<file path="src/rtl/pwm_capture_if.sv">
// Control/result bundle between the PWM capture core and its register wrapper.
// The wrapper (or bench) is the master; the capture core is the slave.
interface pwm_capture_if #(
  parameter int CNT_W = 32
);
  logic             pwm_in;
  logic             en;
  logic [CNT_W-1:0] pre;
  logic             clr;
  logic [CNT_W-1:0] period;
  logic [CNT_W-1:0] high;
  logic             valid;
  logic             done;
  logic             ovf;

  modport master (
    output pwm_in, en, pre, clr,
    input  period, high, valid, done, ovf
  );

  modport slave (
    input  pwm_in, en, pre, clr,
    output period, high, valid, done, ovf
  );
endinterface

</file>
<file path="src/rtl/pwm_capture.sv">
// PWM input capture: measures period and high time of pwm_in in prescaled ticks,
// between consecutive synchronized rising edges.
//
// state | meaning
// IDLE  | disabled, counters held at 0
// ARM   | waiting for first rise (partial period discarded)
// HIGH  | input high, counting, fall latches high time
// LOW   | input low, counting, rise reports period/high
module pwm_capture #(
  parameter int CNT_W       = 32,
  parameter int SYNC_STAGES = 2
) (
  input  logic          i_clk,
  input  logic          i_rst,
  pwm_capture_if.slave  cap_if
);

  typedef enum logic [1:0] {ST_IDLE, ST_ARM, ST_HIGH, ST_LOW} state_t;

  state_t r_state;
  state_t w_state_nxt;

  logic [SYNC_STAGES-1:0] r_sync;
  logic                   r_s_d;
  logic [CNT_W-1:0]       r_pre_cnt;
  logic [CNT_W-1:0]       r_cnt;
  logic [CNT_W-1:0]       r_hcap;
  logic [CNT_W-1:0]       r_period;
  logic [CNT_W-1:0]       r_high;
  logic                   r_valid;
  logic                   r_done;
  logic                   r_ovf;

  logic                   w_s;
  logic                   w_rise;
  logic                   w_fall;
  logic                   w_edge;
  logic                   w_tick;
  logic                   w_cnt_max;
  logic [CNT_W-1:0]       w_cnt_inc;
  logic                   w_run;
  logic                   w_restart;
  logic                   w_hcap_ld;
  logic                   w_capture;
  logic                   w_ovf_set;

  assign w_s       = r_sync[SYNC_STAGES-1];
  assign w_rise    = w_s & ~r_s_d;
  assign w_fall    = ~w_s & r_s_d;
  assign w_edge    = w_rise | w_fall;
  assign w_tick    = (r_pre_cnt == cap_if.pre);
  assign w_cnt_max = &r_cnt;
  // Saturating increment: a capture coincident with a full counter must not wrap to 0
  assign w_cnt_inc = w_cnt_max ? r_cnt : r_cnt + {{(CNT_W-1){1'b0}}, w_tick};

  always_ff @(posedge i_clk or posedge i_rst) begin
    if (i_rst) begin
      r_sync <= '0;
      r_s_d  <= 1'b0;
    end else begin
      r_sync <= {r_sync[SYNC_STAGES-2:0], cap_if.pwm_in};
      r_s_d  <= w_s;
    end
  end

  always_ff @(posedge i_clk or posedge i_rst) begin
    if (i_rst) r_state <= ST_IDLE;
    else       r_state <= w_state_nxt;
  end

  always_comb begin
    w_state_nxt = r_state;
    w_run       = 1'b0;
    w_restart   = 1'b0;
    w_hcap_ld   = 1'b0;
    w_capture   = 1'b0;
    w_ovf_set   = 1'b0;
    if (!cap_if.en) begin
      w_state_nxt = ST_IDLE;
    end else begin
      case (r_state)
        ST_IDLE: w_state_nxt = ST_ARM;
        ST_ARM: begin
          if (w_rise) begin
            w_restart   = 1'b1;
            w_state_nxt = ST_HIGH;
          end
        end
        ST_HIGH: begin
          w_run = 1'b1;
          if (w_fall) begin
            w_hcap_ld   = 1'b1;
            w_state_nxt = ST_LOW;
          end else if (w_cnt_max && w_tick && !w_edge) begin
            w_ovf_set   = 1'b1;
            w_run       = 1'b0;
            w_state_nxt = ST_ARM;
          end
        end
        ST_LOW: begin
          w_run = 1'b1;
          if (w_rise) begin
            w_capture   = 1'b1;
            w_restart   = 1'b1;
            w_state_nxt = ST_HIGH;
          end else if (w_cnt_max && w_tick) begin
            w_ovf_set   = 1'b1;
            w_run       = 1'b0;
            w_state_nxt = ST_ARM;
          end
        end
        default: w_state_nxt = ST_IDLE;
      endcase
    end
  end

  always_ff @(posedge i_clk or posedge i_rst) begin
    if (i_rst) begin
      r_pre_cnt <= '0;
      r_cnt     <= '0;
      r_hcap    <= '0;
    end else begin
      if (w_restart || !w_run) begin
        r_pre_cnt <= '0;
        r_cnt     <= '0;
      end else begin
        r_pre_cnt <= w_tick ? '0 : r_pre_cnt + {{(CNT_W-1){1'b0}}, 1'b1};
        r_cnt     <= w_cnt_inc;
      end
      if (w_hcap_ld) r_hcap <= w_cnt_inc;
    end
  end

  // A capture in the same cycle as clr wins; an overflow in the same cycle as clr is kept
  always_ff @(posedge i_clk or posedge i_rst) begin
    if (i_rst) begin
      r_period <= '0;
      r_high   <= '0;
      r_valid  <= 1'b0;
      r_done   <= 1'b0;
      r_ovf    <= 1'b0;
    end else begin
      r_done <= w_capture;
      if (w_capture) begin
        r_period <= w_cnt_inc;
        r_high   <= r_hcap;
        r_valid  <= 1'b1;
      end else if (cap_if.clr) begin
        r_period <= '0;
        r_high   <= '0;
        r_valid  <= 1'b0;
      end
      if (w_ovf_set)       r_ovf <= 1'b1;
      else if (cap_if.clr) r_ovf <= 1'b0;
    end
  end

  assign cap_if.period = r_period;
  assign cap_if.high   = r_high;
  assign cap_if.valid  = r_valid;
  assign cap_if.done   = r_done;
  assign cap_if.ovf    = r_ovf;

endmodule

</file>
<file path="src/flat_wrapper.sv">
// flat-port wrapper written by rule: the top's interface ports become plain ports
module pwm_capture_flat 
#(
  parameter int CNT_W       = 32,
  parameter int SYNC_STAGES = 2
)
  (i_clk, i_rst, cap_if_pwm_in, cap_if_en, cap_if_pre, cap_if_clr, cap_if_period, cap_if_high, cap_if_valid, cap_if_done, cap_if_ovf);
  pwm_capture_if #(.CNT_W(CNT_W)) cap_if_i ();
  input  logic i_clk;
  input  logic i_rst;
  input wire logic [$bits(cap_if_i.pwm_in)-1:0] cap_if_pwm_in;
  input wire logic [$bits(cap_if_i.en)-1:0] cap_if_en;
  input wire logic [$bits(cap_if_i.pre)-1:0] cap_if_pre;
  input wire logic [$bits(cap_if_i.clr)-1:0] cap_if_clr;
  output wire logic [$bits(cap_if_i.period)-1:0] cap_if_period;
  output wire logic [$bits(cap_if_i.high)-1:0] cap_if_high;
  output wire logic [$bits(cap_if_i.valid)-1:0] cap_if_valid;
  output wire logic [$bits(cap_if_i.done)-1:0] cap_if_done;
  output wire logic [$bits(cap_if_i.ovf)-1:0] cap_if_ovf;
  assign cap_if_i.pwm_in = cap_if_pwm_in;
  assign cap_if_i.en = cap_if_en;
  assign cap_if_i.pre = cap_if_pre;
  assign cap_if_i.clr = cap_if_clr;
  assign cap_if_period = cap_if_i.period;
  assign cap_if_high = cap_if_i.high;
  assign cap_if_valid = cap_if_i.valid;
  assign cap_if_done = cap_if_i.done;
  assign cap_if_ovf = cap_if_i.ovf;
  pwm_capture #(.CNT_W(CNT_W), .SYNC_STAGES(SYNC_STAGES)) u_core (.i_clk(i_clk), .i_rst(i_rst), .cap_if(cap_if_i));
endmodule
</file>
<file path="config.mk">
export PLATFORM = sky130hd
export DESIGN_NAME = pwm_capture_flat
export DESIGN_NICKNAME = d
export VERILOG_FILES = /design/src/rtl/pwm_capture_if.sv /design/src/rtl/pwm_capture.sv /design/src/flat_wrapper.sv
export SDC_FILE = /design/constraint.sdc
export NUM_CORES = 1
export LEC_CHECK = 0
export CAP_MARGIN = 30
export CORE_MARGIN = 1
export CORE_UTILIZATION = 45
export DETAILED_ROUTE_END_ITERATION = 12
export PLACE_DENSITY = 0.67
export SYNTH_ARGS = -nofsm -noshare
export SYNTH_HDL_FRONTEND = slang
export SYNTH_SLANG_ARGS = --single-unit
export TNS_END_PERCENT = 100
</file>
<file path="constraint.sdc">
create_clock -name i_clk -period 13.5 [get_ports i_clk]
set_clock_uncertainty 0.05 [all_clocks]
set_input_delay 1.35 -clock i_clk [delete_from_list [all_inputs] [get_ports i_clk]]
set_output_delay 1.35 -clock i_clk [all_outputs]
set_load 0.03 [all_outputs]
</file>
==> impl_metrics.py, run 1 <==
metrics = {
    "worst_setup_path": {
        "setup.worst_path.start_class": "input pin",
        "critical_path_buf_inv_count": 1,
        "required_ns": 13.71,
        "rr_worst_depth": 12,
        "path_class": "in -> reg",
        "critPathTopFamily": "simple AND/OR/NAND/NOR gates",
        "crit_path_max_incr_delay_ns": 0.49,
        "critPathSlowestCell": "nor4_1",
        "end_kind": "register",
        "critPathMaxFanout": 6,
        "worst_r2r_startpoint": "u_core.r_pre_cnt[4]",
        "arrival_ns": 4.71,
        "r2r_slack_ns": 9.84,
        "path_cells": "clkdlybuf4s50_1 > xor2_1 > nor4_1 > nand4_1 > nor2_1 > ha_1 > ha_1 > and3_1 > nand3_2 > a31oi_1 > nand3_1 > xor2_1 > o21ai_0",
        "rr_endpoint": "u_core.cap_if.period[18]",
    },
    "global_route": {
        "grt_pass1_vias": 5824,
        "grt_use_total_pct": 21.6,
        "antenna_found_initial": 0,
        "grt_max_degree": 99,
        "grt_pass1_wl_microns": 29900,
        "grt_overflow_total": 0,
    },
    "die": {
        "core_sq_um": 16700,
        "die_h_microns": 133,
        "die_width_microns": 133,
        "core.rowCount": 47,
        "initial_core_util_pct": 46.3,
        "dieArea_sq_um": 17700,
        "ioPinCount": 104,
    },
    "power_and_ir_drop": {
        "p_per_area_nw_per_um2": 106,
        "p_comb_share_pct": 4.1,
        "vdd_ir_drop_max_mv": 0.0870,
        "swShare_pct": 22.5,
        "p_int_uw": 783,
        "p_total_mw": 1.01,
        "power_frac_seq_pct": 50.1,
        "p_leak_nw": 4.17,
        "p_sw_uw": 227,
        "power_frac_clock_pct": 45.8,
    },
    "placement": {
        "port_buffers": 103,
        "place_inst": 1058,
        "dp_hpwl_microns": 12400,
        "gp_congestion": 0.897,
    },
    "yosys": {
        "yosys_warnings": 0,
        "synth_edf_count": 0,
        "synth_area_sq_um": 7730,
        "synth_seq_area_share_pct": 54.4,
        "ys.flop_type": "dfrtp_1",
        "syn_inst": 768,
        "syn-num-nets": 810,
        "ys_ff_latch": 168,
        "synth_cell_types": 44,
        "synthArstFlopShare_pct": 100,
        "syn_avg_cell_area_sq_um": 10.1,
    },
    "timing": {
        "max_freq_mhz": 222,
        "maxSlewHeadroom_pct": 38.6,
        "worst_pin_slew_ns": 0.921,
        "slew_viol_final": 0,
        "fin_crit_ns": 4.50,
        "tns_ns": 0,
        "finalCritPeriodShare_pct": 33.4,
        "hold_violations": 0,
        "rsz0062_at_grt": "false",
        "setup_violations": 0,
    },
    "hold_path": {
        "hold_path.class": "reg -> reg",
        "whs_path_depth": 0,
        "hp-start": "u_core.r_sync[0]",
        "min_to": "u_core.r_sync[1]",
    },
    "cts": {
        "cts_buffers": 17,
        "insertion_delay_ns": 0.43,
        "postCtsSetupBuffers": 0,
        "cts.sinks": 168,
        "clk_pin_slew_ns": 0.07,
        "cts_tree": "built",
        "cts_hold_buf": 0,
        "cts_root_buf": "clkbuf_16",
        "clockBufferDepth": 2,
        "htree_num_levels": 4,
        "cts_resized": 0,
    },
    "drt": {
        "totalWireLength_microns": 17800,
        "routed-via-count": 5834,
        "ant_nets": 0,
        "drcViolationCount": 0,
        "drtIter0Drc": 326,
        "routed_via_density": 5.34,
        "firstDrtPassIters": 4,
        "wl_per_cell_microns": 16.3,
    },
    "cells_and_area": {
        "layout-drive-gt1-share_pct": 6.42,
        "syn_to_final_growth_pct": 23.4,
        "final_cell_mix": "dfrtp_1, nand2_1, clkdlybuf4s50_1",
        "insertedDiodeCount": 0,
        "final_common_cell": "dfrtp_1",
        "nNetsFinal": 901,
        "fin_cells": 1092,
    },
    "run_status": {
        "status": "finished, final reports clean",
    },
    "job": {
        "maxCapViolCount": 0,
    },
}
## routing by layer
layer | track usage [%] | wire length (microns)
met2 | 33.9 | 8360
met1 | 29.4 | 8400
met5 | 0 | 0
met3 | 5.13 | 785
met4 | 7.09 | 286
## sequential cells by signal, summed over array words and instances (netlist names)
name / count
u_core.r_sync: 2
u_core.r_cnt: 32
u_core.cap_if.high: 32
u_core.r_s_d: 1
u_core.r_pre_cnt: 32
u_core.cap_if.period: 32
u_core.r_state: 2
u_core.cap_if.valid: 1
u_core.r_hcap: 32
u_core.cap_if.ovf: 1
u_core.cap_if.done: 1
## Yosys cell counts (all sizes together), types with 2 or more instances
cell type	count	area, sq um
nand4	28	226
a21oi	3	15.0
nand2b	3	18.8
dfrtp	168	4200
xnor2	17	149
a41o	2	21.3
and2	5	31.3
nor2	85	322
and4	7	65.1
nor4	13	111
nand2	121	454
nand3b	64	480
buf	12	70.1
o21ai	69	345
nor2b	3	18.8
xor2	72	631
inv	12	45.0
ha	5	62.6
nand3	30	160
clkbuf	26	98.8
and3	9	56.3
nor3	5	35.0
## how the worst max path moves through the flow
stage	start	endpoint	slack, ns	cells past startpoint
after CTS	cap_if_pre[4]	u_core.cap_if.period[18]	8.96	13
final	cap_if_pre[4]	u_core.cap_if.period[18]	9.00	13
after detailed placement	cap_if_pre[4]	u_core.cap_if.period[16]	8.61	13
after floorplan	i_rst	u_core.cap_if.done	7.55	1
after global routing	cap_if_pre[4]	u_core.cap_if.period[18]	8.76	13
after global placement	cap_if_pre[4]	u_core.cap_if.period[18]	8.60	13
## logic make-up (layout without fill, tap and decap cells)
kind of cell	after synthesis	count (layout)	synth area share [%]
compound gates	81	81	5.93
buf+inv	50	154	2.77
fa+ha+maj	5	5	0.810
xor+xnor	89	89	10.1
flops	168	168	54.4
simple gates	375	375	26.0
## per-stage QoR
step                      hold WS, ns  util (%)  area (sq um)  setup WS, ns
final                           0.311      57.1          9530          9.00
after global routing            0.329      57.1          9530          8.76
after CTS                       0.308      56.8          9490          8.96
after detailed placement        0.292      53.5          8930          8.61
after global placement          0.287      53.3          8900          8.60
after floorplan                 0.281         -          7730          7.55
## area by class of cell
type	count	area, sq um
fillers	1430	7170
flip-flops and latches	168	4200
multi-input cells	550	3310
repair buffers	110	1130
clock buffers	19	443
well taps	220	275
clock inverters	13	121
inverters	12	50.0
## power groups by stage
stage | clock network, mW | registers (mW) | logic [mW]
finish | 0.463 | 0.506 | 0.0413
CTS | 0.472 | 0.506 | 0.0418
global route | 0.491 | 0.506 | 0.0460
detailed placement | 0 | 0.515 | 0.0417
global placement | 0 | 0.515 | 0.0396
floorplan | 0 | 0.515 | 0.0227
(Power assumes the default switching activity.)
==> run 2, diff against run 1 <==
PLACE_DENSITY = 0.7   (was 0.67)
clock period = 3.7 ns   (was 13.5 ns; I/O delays follow)
==> run 2 against run 1 <==
Against the previous run:
- routed wire length is 1.2% higher
- sequential power grew to 3.6 times the previous value
- critical path depth down 2
- first-iteration DRC count is 54% higher
- via count increased by 0.65%
- sequential cell count is the same
- combinational power rose to 3.6 times the previous value
- final cell count grew 0.73%
- critical path type is now reg -> reg
- largest power group unchanged
==> impl_metrics.py, run 2 (same netlist as run 1, synthesis figures left out) <==
metrics = {
    "timing": {
        "setup_violations": 0,
        "rsz0062_at_grt": "false",
        "hold_violations": 0,
        "max_freq_mhz": 304,
        "worst_pin_slew_ns": 0.993,
        "finalCritPeriodShare_pct": 89.0,
        "tns_ns": 0,
        "maxSlewHeadroom_pct": 33.8,
        "fin_crit_ns": 3.29,
        "slew_viol_final": 0,
        "fin_ws_ns": 0.406,
    },
    "drt": {
        "routed_via_density": 5.34,
        "firstDrtPassIters": 5,
        "totalWireLength_microns": 18000,
        "drcViolationCount": 0,
        "drtIter0Drc": 502,
        "routed-via-count": 5872,
        "ant_nets": 0,
        "wl_per_cell_microns": 16.4,
    },
    "die": {
        "initial_core_util_pct": 46.3,
        "die_width_microns": 133,
        "core.rowCount": 47,
        "dieArea_sq_um": 17700,
        "core_sq_um": 16700,
        "die_h_microns": 133,
        "ioPinCount": 104,
    },
    "job": {
        "maxCapViolCount": 0,
    },
    "power_and_ir_drop": {
        "p_sw_uw": 847,
        "p_leak_nw": 4.21,
        "swShare_pct": 22.4,
        "vdd_ir_drop_max_mv": 0.306,
        "p_comb_share_pct": 3.9,
        "p_int_mw": 2.94,
        "power_frac_seq_pct": 48.7,
        "p_per_area_nw_per_um2": 395,
        "power_frac_clock_pct": 47.4,
    },
    "cts": {
        "cts_tree": "built",
        "cts.sinks": 168,
        "insertion_delay_ns": 0.43,
        "cts_root_buf": "clkbuf_16",
        "clk_pin_slew_ns": 0.07,
        "postCtsSetupBuffers": 0,
        "clockBufferDepth": 2,
        "htree_num_levels": 4,
        "cts_buffers": 17,
        "cts_resized": 0,
        "cts_hold_buf": 0,
    },
    "cells_and_area": {
        "regArea_sq_um": 4200,
        "nNetsFinal": 909,
        "final_common_cell": "dfrtp_1",
        "syn_to_final_growth_pct": 24.2,
        "insertedDiodeCount": 0,
        "multi_input_area_sq_um": 3310,
        "fillers": 1447,
        "layout-drive-gt1-share_pct": 7.27,
        "final_cell_mix": "dfrtp_1, nand2_1, clkdlybuf4s50_1",
    },
    "global_route": {
        "grt_use_total_pct": 21.5,
        "grt_pass1_wl_microns": 29800,
        "antenna_found_initial": 0,
        "grt_pass1_vias": 5737,
        "grt_overflow_total": 0,
        "grt_max_degree": 169,
    },
    "worst_setup_path": {
        "required_ns": 3.94,
        "critPathMaxFanout": 5,
        "critPathSlowestCell": "dfrtp_1",
        "crit_path_max_incr_delay_ns": 0.47,
        "critPathTopFamily": "simple AND/OR/NAND/NOR gates",
        "setup.worst_path.start_class": "register",
        "end_kind": "register",
        "critical_path_buf_inv_count": 0,
        "path_cells": "xor2_1 > nor4_1 > nand4_1 > nor2_1 > ha_1 > and3_1 > nand4_4 > a2111oi_4 > nand4_1 > xor2_1 > o21ai_1",
        "path_class": "reg -> reg",
        "arrival_ns": 3.53,
    },
    "placement": {
        "gp_congestion": 0.898,
        "pre_cts_ws_ns": 0.118,
        "dp_hpwl_microns": 12000,
        "port_buffers": 103,
    },
    "run_status": {
        "status": "finished, final reports clean",
    },
    "hold_path": {
        "hold_path.class": "reg -> reg",
    },
}
## run 2: cell types whose count changed in the layout (fill, tap and decap cells not counted), sizes merged
| cell | before | now |
|---|---|---|
| buf | 7 | 15 |
| bufinv | 1 | 2 |
| clkbuf | 19 | 20 |
| clkinv | 7 | 5 |
| clkinvlp | 2 | 3 |
| inv | 15 | 14 |
## run 2: stage by stage
stage          hold slack, ns  area [sq um]  power [mW]  instances  utilization, %
2_1_floorplan           0.281          7730        1.96        768               -
3_3_place_gp            0.284          8990        2.03       1067            53.8
3_5_place_dp            0.287          8990        2.03       1067            53.8
4_1_cts                 0.303          9580        3.82       1099            57.4
5_1_grt                 0.305          9600        3.91       1100            57.5
6_report                0.299          9600        3.79       1100            57.5
## run 2: layer usage
| metal | wire length (microns) | global-route usage (%) | part of all wire, % | up-vias |
|---|---|---|---|---|
| li1 | - | - | - | 2799 |
| met1 | 8470 | 29.9 | 47 | 2885 |
| met2 | 8530 | 33.8 | 47 | 163 |
| met3 | 770 | 4.25 | 4.3 | 25 |
| met4 | 267 | 7.09 | 1.5 | 0 |
| met5 | 0 | 0 | 0 | - |
## run 2: worst paths after layout
kind,cells after the start,endpoint,from,slack [ns]
setup reg to reg,11,u_core.r_hcap[27],u_core.r_pre_cnt[4],0.41
max in group asynchronous,3,u_core.r_pre_cnt[19],i_rst,2.36
setup / recovery,11,u_core.r_hcap[27],u_core.r_pre_cnt[4],0.41
hold / removal,0,u_core.r_sync[1],u_core.r_sync[0],0.30
min in group asynchronous,3,u_core.cap_if.high[4],i_rst,0.43
hold reg to reg,0,u_core.r_sync[1],u_core.r_sync[0],0.30
## run 2: final cells by class
cell class | instances | share of cell area [%]
tap | 220 | 2.87
timing repair buffer | 118 | 12.1
sequential | 168 | 43.8
multi-input combinational | 550 | 34.5
clock inverter | 12 | 1.47
inverter | 12 | 0.508
clock buffer | 20 | 4.76
## run 2: power groups by stage
stage	Combinational, mW	Clock [mW]	Sequential [mW]
finish	0.149	1.80	1.84
global route	0.166	1.91	1.84
CTS	0.152	1.82	1.84
detailed placement	0.152	0	1.88
global placement	0.151	0	1.88
floorplan	0.0833	0	1.88
